### config.mk
export PLATFORM = sky130hd
export DESIGN_NAME = nxn_tic_tac_toe_game
export DESIGN_NICKNAME = d
export VERILOG_FILES = /design/src/rtl/nxn_tic_tac_toe_game.sv
export SDC_FILE = /design/constraint.sdc
export NUM_CORES = 1
export LEC_CHECK = 0
export BUFFER_PORTS_ARGS = -buffer_cell sky130_fd_sc_hd__buf_2
export CAP_MARGIN = 10
export CORE_MARGIN = 2
export CORE_UTILIZATION = 35
export CTS_BUF_LIST = sky130_fd_sc_hd__clkbuf_2
export CTS_CLUSTER_DIAMETER = 150
export DETAILED_ROUTE_END_ITERATION = 7
export PLACE_DENSITY = 0.6
export SLEW_MARGIN = 30
export SYNTH_ARGS = -nofsm -noshare
export SYNTH_HDL_FRONTEND = slang
export SYNTH_SLANG_ARGS = --single-unit
### constraint.sdc
create_clock -name clk -period 12 [get_ports clk]
set_input_delay 1.2 -clock clk [delete_from_list [all_inputs] [get_ports clk]]
set_output_delay 1.2 -clock clk [all_outputs]
set_load 0.02 [all_outputs]
### src/rtl/nxn_tic_tac_toe_game.sv
// N x N, K-in-a-row tic-tac-toe engine. It holds the board, checks each move for
// legality, scans around the last move one cell per cycle, and detects draws and turn timeouts.
module nxn_tic_tac_toe_game #(
  parameter int N       = 3,
  parameter int K       = 3,
  parameter int TIMEOUT = 0
) (
  input  logic                         clk,
  input  logic                         rst,
  input  logic                         new_game,
  input  logic                         move_valid,
  input  logic                         move_player,
  input  logic [$clog2(N)-1:0]         move_row,
  input  logic [$clog2(N)-1:0]         move_col,
  output logic                         move_ready,
  output logic [2*N*N-1:0]             board,
  output logic                         turn,
  output logic [1:0]                   who,
  output logic                         game_over,
  output logic                         illegal_move,
  output logic                         timed_out,
  output logic [$clog2(N*N+1)-1:0]     move_count
);

  localparam int RW  = $clog2(N);
  localparam int SW  = RW + 1;
  localparam int CW  = $clog2(N*N+1);
  localparam int IW  = $clog2(N*N);
  localparam int TW  = (TIMEOUT > 0) ? $clog2(TIMEOUT+1) : 1;
  localparam int RNW = $clog2(K+1);
  localparam logic [RW:0] NU = (RW+1)'(N);

  typedef enum logic [1:0] {TURN_X, TURN_O, CHECK, DONE} state_t;

  state_t          state;
  logic [1:0]      dir_q;
  logic [SW-1:0]   t_q;
  logic [RNW-1:0]  run_q;
  logic            win_q;
  logic            mover_q;
  logic [RW-1:0]   row_q, col_q;
  logic [TW-1:0]   timer_q;

  assign move_ready = (state == TURN_X) || (state == TURN_O);

  // Scanner: walks offset -(K-1)..+(K-1) around the last move in one direction.
  // Coordinates that wrap in SW bits always come out negative, so they are off-board.
  logic signed [SW-1:0] off, rs, cs, sr, sc;
  logic                 on_board, hit, win_now, last_t, scan_end;
  logic [IW-1:0]        sidx;
  logic [1:0]           scell, mcode;
  logic [RNW-1:0]       run_nxt;

  always_comb begin
    off = $signed(t_q) - $signed(SW'(K-1));
    rs  = $signed({1'b0, row_q});
    cs  = $signed({1'b0, col_q});
    sr  = rs;
    sc  = cs;
    unique case (dir_q)
      2'd0:    sc = cs + off;
      2'd1:    sr = rs + off;
      2'd2:    begin sr = rs + off; sc = cs + off; end
      default: begin sr = rs + off; sc = cs - off; end
    endcase
    on_board = !sr[SW-1] && !sc[SW-1] &&
               ({1'b0, sr[RW-1:0]} < NU) && ({1'b0, sc[RW-1:0]} < NU);
    sidx     = on_board ? IW'(int'(sr[RW-1:0]) * N + int'(sc[RW-1:0])) : '0;
    scell    = board[2*sidx +: 2];
    mcode    = mover_q ? 2'b10 : 2'b01;
    hit      = on_board && (scell == mcode);
    run_nxt  = hit ? run_q + 1'b1 : '0;
    win_now  = win_q || (run_nxt == RNW'(K));
    last_t   = (t_q == SW'(2*K-2));
    scan_end = last_t && (dir_q == 2'd3);
  end

  // Acceptance of a move request
  logic          row_ok, col_ok, acc_ok;
  logic [IW-1:0] midx;
  logic [1:0]    mcell;

  always_comb begin
    row_ok = ({1'b0, move_row} < NU);
    col_ok = ({1'b0, move_col} < NU);
    midx   = (row_ok && col_ok) ? IW'(int'(move_row) * N + int'(move_col)) : '0;
    mcell  = board[2*midx +: 2];
    acc_ok = (move_player == turn) && row_ok && col_ok && (mcell == 2'b00);
  end

  always_ff @(posedge clk or negedge rst) begin
    if (!rst) begin
      state        <= TURN_X;
      board        <= '0;
      turn         <= 1'b0;
      who          <= 2'b00;
      game_over    <= 1'b0;
      illegal_move <= 1'b0;
      timed_out    <= 1'b0;
      move_count   <= '0;
      dir_q        <= '0;
      t_q          <= '0;
      run_q        <= '0;
      win_q        <= 1'b0;
      mover_q      <= 1'b0;
      row_q        <= '0;
      col_q        <= '0;
      timer_q      <= '0;
    end else if (new_game) begin
      state        <= TURN_X;
      board        <= '0;
      turn         <= 1'b0;
      who          <= 2'b00;
      game_over    <= 1'b0;
      illegal_move <= 1'b0;
      timed_out    <= 1'b0;
      move_count   <= '0;
      dir_q        <= '0;
      t_q          <= '0;
      run_q        <= '0;
      win_q        <= 1'b0;
      mover_q      <= 1'b0;
      row_q        <= '0;
      col_q        <= '0;
      timer_q      <= '0;
    end else begin
      illegal_move <= 1'b0;
      unique case (state)
        TURN_X, TURN_O: begin
          if (move_valid && acc_ok) begin
            board[2*midx +: 2] <= move_player ? 2'b10 : 2'b01;
            mover_q    <= move_player;
            row_q      <= move_row;
            col_q      <= move_col;
            move_count <= move_count + 1'b1;
            dir_q      <= '0;
            t_q        <= '0;
            run_q      <= '0;
            win_q      <= 1'b0;
            state      <= CHECK;
          end else if (move_valid) begin
            illegal_move <= 1'b1;
          end else if ((TIMEOUT > 0) && (timer_q == TW'(TIMEOUT-1))) begin
            who       <= (state == TURN_X) ? 2'b10 : 2'b01;
            timed_out <= 1'b1;
            game_over <= 1'b1;
            state     <= DONE;
          end else begin
            timer_q <= timer_q + 1'b1;
          end
        end
        CHECK: begin
          win_q <= win_now;
          run_q <= last_t ? '0 : run_nxt;
          if (last_t) begin
            t_q   <= '0;
            dir_q <= dir_q + 1'b1;
          end else begin
            t_q <= t_q + 1'b1;
          end
          // No early exit: the result lands only after all four directions.
          if (scan_end) begin
            if (win_now) begin
              who       <= mcode;
              game_over <= 1'b1;
              state     <= DONE;
            end else if (move_count == CW'(N*N)) begin
              who       <= 2'b11;
              game_over <= 1'b1;
              state     <= DONE;
            end else begin
              turn    <= ~mover_q;
              timer_q <= '0;
              state   <= mover_q ? TURN_X : TURN_O;
            end
          end
        end
        default: ;
      endcase
    end
  end

endmodule

==> results.cfg <==
[hold_path]
hold_path_class = reg2reg
hold_depth = 2

[pwr]
switching_share = 0.314
ir_drop_mv = 0.0367
p_int_uw = 201
power_frac_comb = 0.225
leakage_uw = 0.00162
p_clk_frac = 0.279
pwr_density_cell_nw_per_um2 = 86.8
p_sw_uw = 92.2
p_seq_frac = 0.496

[die]
start_util = 0.355
num_rows = 34
die_y_um = 97.3
die-area_sq_um = 9470
fp.dieW_um = 97.3
core_sq_um = 8590
io_pins = 38

[global_routing]
antenna_found_initial = 0
grt_util_met1 = 0.222
groute.usage.overall = 0.162
grt_pass1_wl_um = 12700
grt_pass1_vias = 2609
busiest_layer = met2
grt-ovfl-total = 0
grt_max_degree = 44
grt_use_met2 = 0.269
met3_usage = 0.0230

[detailed_routing]
vias_per_cell = 5.30
ant_nets = 0
initialDrtViolationCount = 108
routedWlPerCell_um = 15.5
drcViolationCount = 0
num_vias = 2491
firstDrtPassIters = 4
wl_um = 7290

[worst_setup_path]
reg2reg_depth = 18
worstPathArrival_ns = 5.60
worstPathRequired_ns = 12.32
crit_type = reg2reg
cp-start-kind = flip-flop
cp-end-kind = flip-flop
cp_max_fo = 6

[clock_network]
cts.clk_slew.worst_paths_ns = 0.21
ctsResizeCount = 0
cts_num_sinks = 42
cts.root.buffer_cell = clkbuf_2
clock_tree.buffer_depth = 2
cts_setup_buffers = 0
cts.htree.levels = 2
insertion_delay_ns = 0.42
cts_tree = yes
cts_buffers = 5
postCtsHoldBufs = 0

[layout]
fin_nets = 399
n_antenna_cell = 0
drive_gt1_frac = 0.152
multiInputGateArea_sq_um = 1850
nFillCells = 879
final_cells = 470
seqCellArea_sq_um = 1050
layout-area-overhead-vs-synth_pct = 11.0

[synth]
synthesis.area_sq_um = 3050
synth_cell_type_count = 52
yosysWarningCount = 0
ys_ff_latch = 42
async_reset_ff_frac = 1.00
synthesis.nets = 367
syn_inst = 330
ys_seq_area_frac = 0.345
syn-mean-instance-area_sq_um = 9.24
ys.flop_type = dfrtp_1
synth_edf_count = 0

[sta]
skew_ns = 0.0284
post-route-period-util = 0.440
post-route-min-period_ns = 5.28
rsz0062_at_grt = false
tns_ns = 0
max_freq_mhz = 189
tightest_slew_ns = 0.825
finalHoldViolCount = 0
setup_violations = 0
drv_slew = 0
maxSlewHeadroom = 0.448

[placement]
dp.cells = 463
port_buffers = 36
place.gp.congestion = 0.851
hpwl_um = 5440

[outcome]
status = completed

[run]
cap_viol_max_count = 0
## Yosys cell counts, drive strengths merged (3+ instances only)
library cell | n | share of area
nor2 | 51 | 0.063
dfrtp | 42 | 0.34
inv | 26 | 0.032
ha | 22 | 0.090
mux2i | 19 | 0.062
nand2 | 18 | 0.022
a21oi | 17 | 0.028
o21ai | 13 | 0.021
nand3 | 10 | 0.016
nor3 | 10 | 0.016
clkbuf | 9 | 0.011
and3 | 8 | 0.016
nand2b | 7 | 0.014
fa | 6 | 0.039
mux2 | 6 | 0.022
and2 | 5 | 0.010
nor3b | 5 | 0.014
a211oi | 4 | 0.011
nor2b | 4 | 0.0082
xnor2 | 4 | 0.011
buf | 3 | 0.0078
mux4 | 3 | 0.022
nand3b | 3 | 0.0074
nand4 | 3 | 0.0062
## worst max-delay path, stage by stage, from the launching register on
cell	delay (ns)
dfrtp_1	0.49
inv_1	0.13
ha_1	0.32
nand2_1	0.06
o21ai_0	0.10
fa_1	0.54
mux2i_1	0.09
fa_1	0.49
ha_1	0.15
inv_1	0.05
fa_1	0.62
mux4_2	0.33
a2bb2oi_1	0.14
o311a_1	0.13
o32a_1	0.36
o2111a_1	0.17
a311oi_2	0.39
nor3b_2	0.29
mux2_1	0.35
## cells by family (layout without fill, tap and decap cells)
logic type / count (synthesis) / count (layout) / share of synthesized area
AOI/OAI and AO/OA: 55 / 55 / 0.125
xor gates and xnor gates: 8 / 8 / 0.0324
adders and majority gates: 28 / 28 / 0.130
buffers and inverters: 38 / 70 / 0.0509
DFF: 42 / 42 / 0.345
muxes: 28 / 28 / 0.107
other: 1 / 1 / 0.00123
and+or+nand+nor: 130 / 130 / 0.209
## power by group through the flow
stage / registers (uW) / logic (uW) / clock network [uW]
detailed placement: 148 / 65.6 / 0
global route: 146 / 74.4 / 88.9
floorplan: 149 / 47.5 / 0
global placement: 148 / 64.8 / 0
finish: 146 / 66.0 / 81.9
CTS: 146 / 66.1 / 85.7
## path summary, 6_finish.rpt
kind	from	to	slack, ns
hold reg to reg	run_q[1]	run_q[1]	0.52
setup / recovery	t_q[1]	turn	6.72
min in group asynchronous	rst	board[0]	0.74
setup reg to reg	t_q[1]	turn	6.72
hold / removal	run_q[1]	run_q[1]	0.52
max in group asynchronous	rst	t_q[0]	10.86
## layout by cell type (no fill, tap or decap), types with 6 or more instances in the layout
master,synthesis,routed
nor3_1,10,10
a21oi_1,17,17
nand2b_1,7,7
dfrtp_1,42,42
nor2_1,51,51
o21ai_0,13,13
nand3_1,10,10
mux2i_1,19,19
inv_1,26,26
nand2_1,18,18
buf_2,1,35
ha_1,22,22
fa_1,6,6
and3_1,8,8
## stage by stage
stage	setup slack (ns)	util	cell area, sq um	power [uW]	hold slack (ns)
after CTS	6.70	0.394	3380	298	0.530
final	6.72	0.394	3380	294	0.522
after detailed placement	6.76	0.387	3320	214	0.482
after global placement	6.86	0.386	3320	213	0.479
after global routing	6.36	0.394	3380	309	0.567
after floorplan	7.13	-	3050	196	0.454
## layout make-up
| type | instances | share of cell area |
|---|---|---|
| flip-flops and latches | 42 | 0.311 |
| well taps | 108 | 0.0400 |
| clock inverters | 2 | 0.00999 |
| inverters | 26 | 0.0289 |
| multi-input cells | 250 | 0.547 |
| clock buffers | 5 | 0.00740 |
| repair buffers | 37 | 0.0562 |
## state kept, by name, summed over array words and instances (netlist names), 2 cells and up
signal / count
dir_q: 2
move_count: 4
col_q: 2
run_q: 2
who: 2
state: 2
row_q: 2
board: 18
t_q: 3
## layer usage
layer | part of all wire | vias to the layer above
met5 | 0 | -
met4 | 0.012 | 0
met3 | 0.030 | 11
met2 | 0.47 | 51
met1 | 0.49 | 1211
li1 | - | 1218
Power figures use the tool's default switching activity.
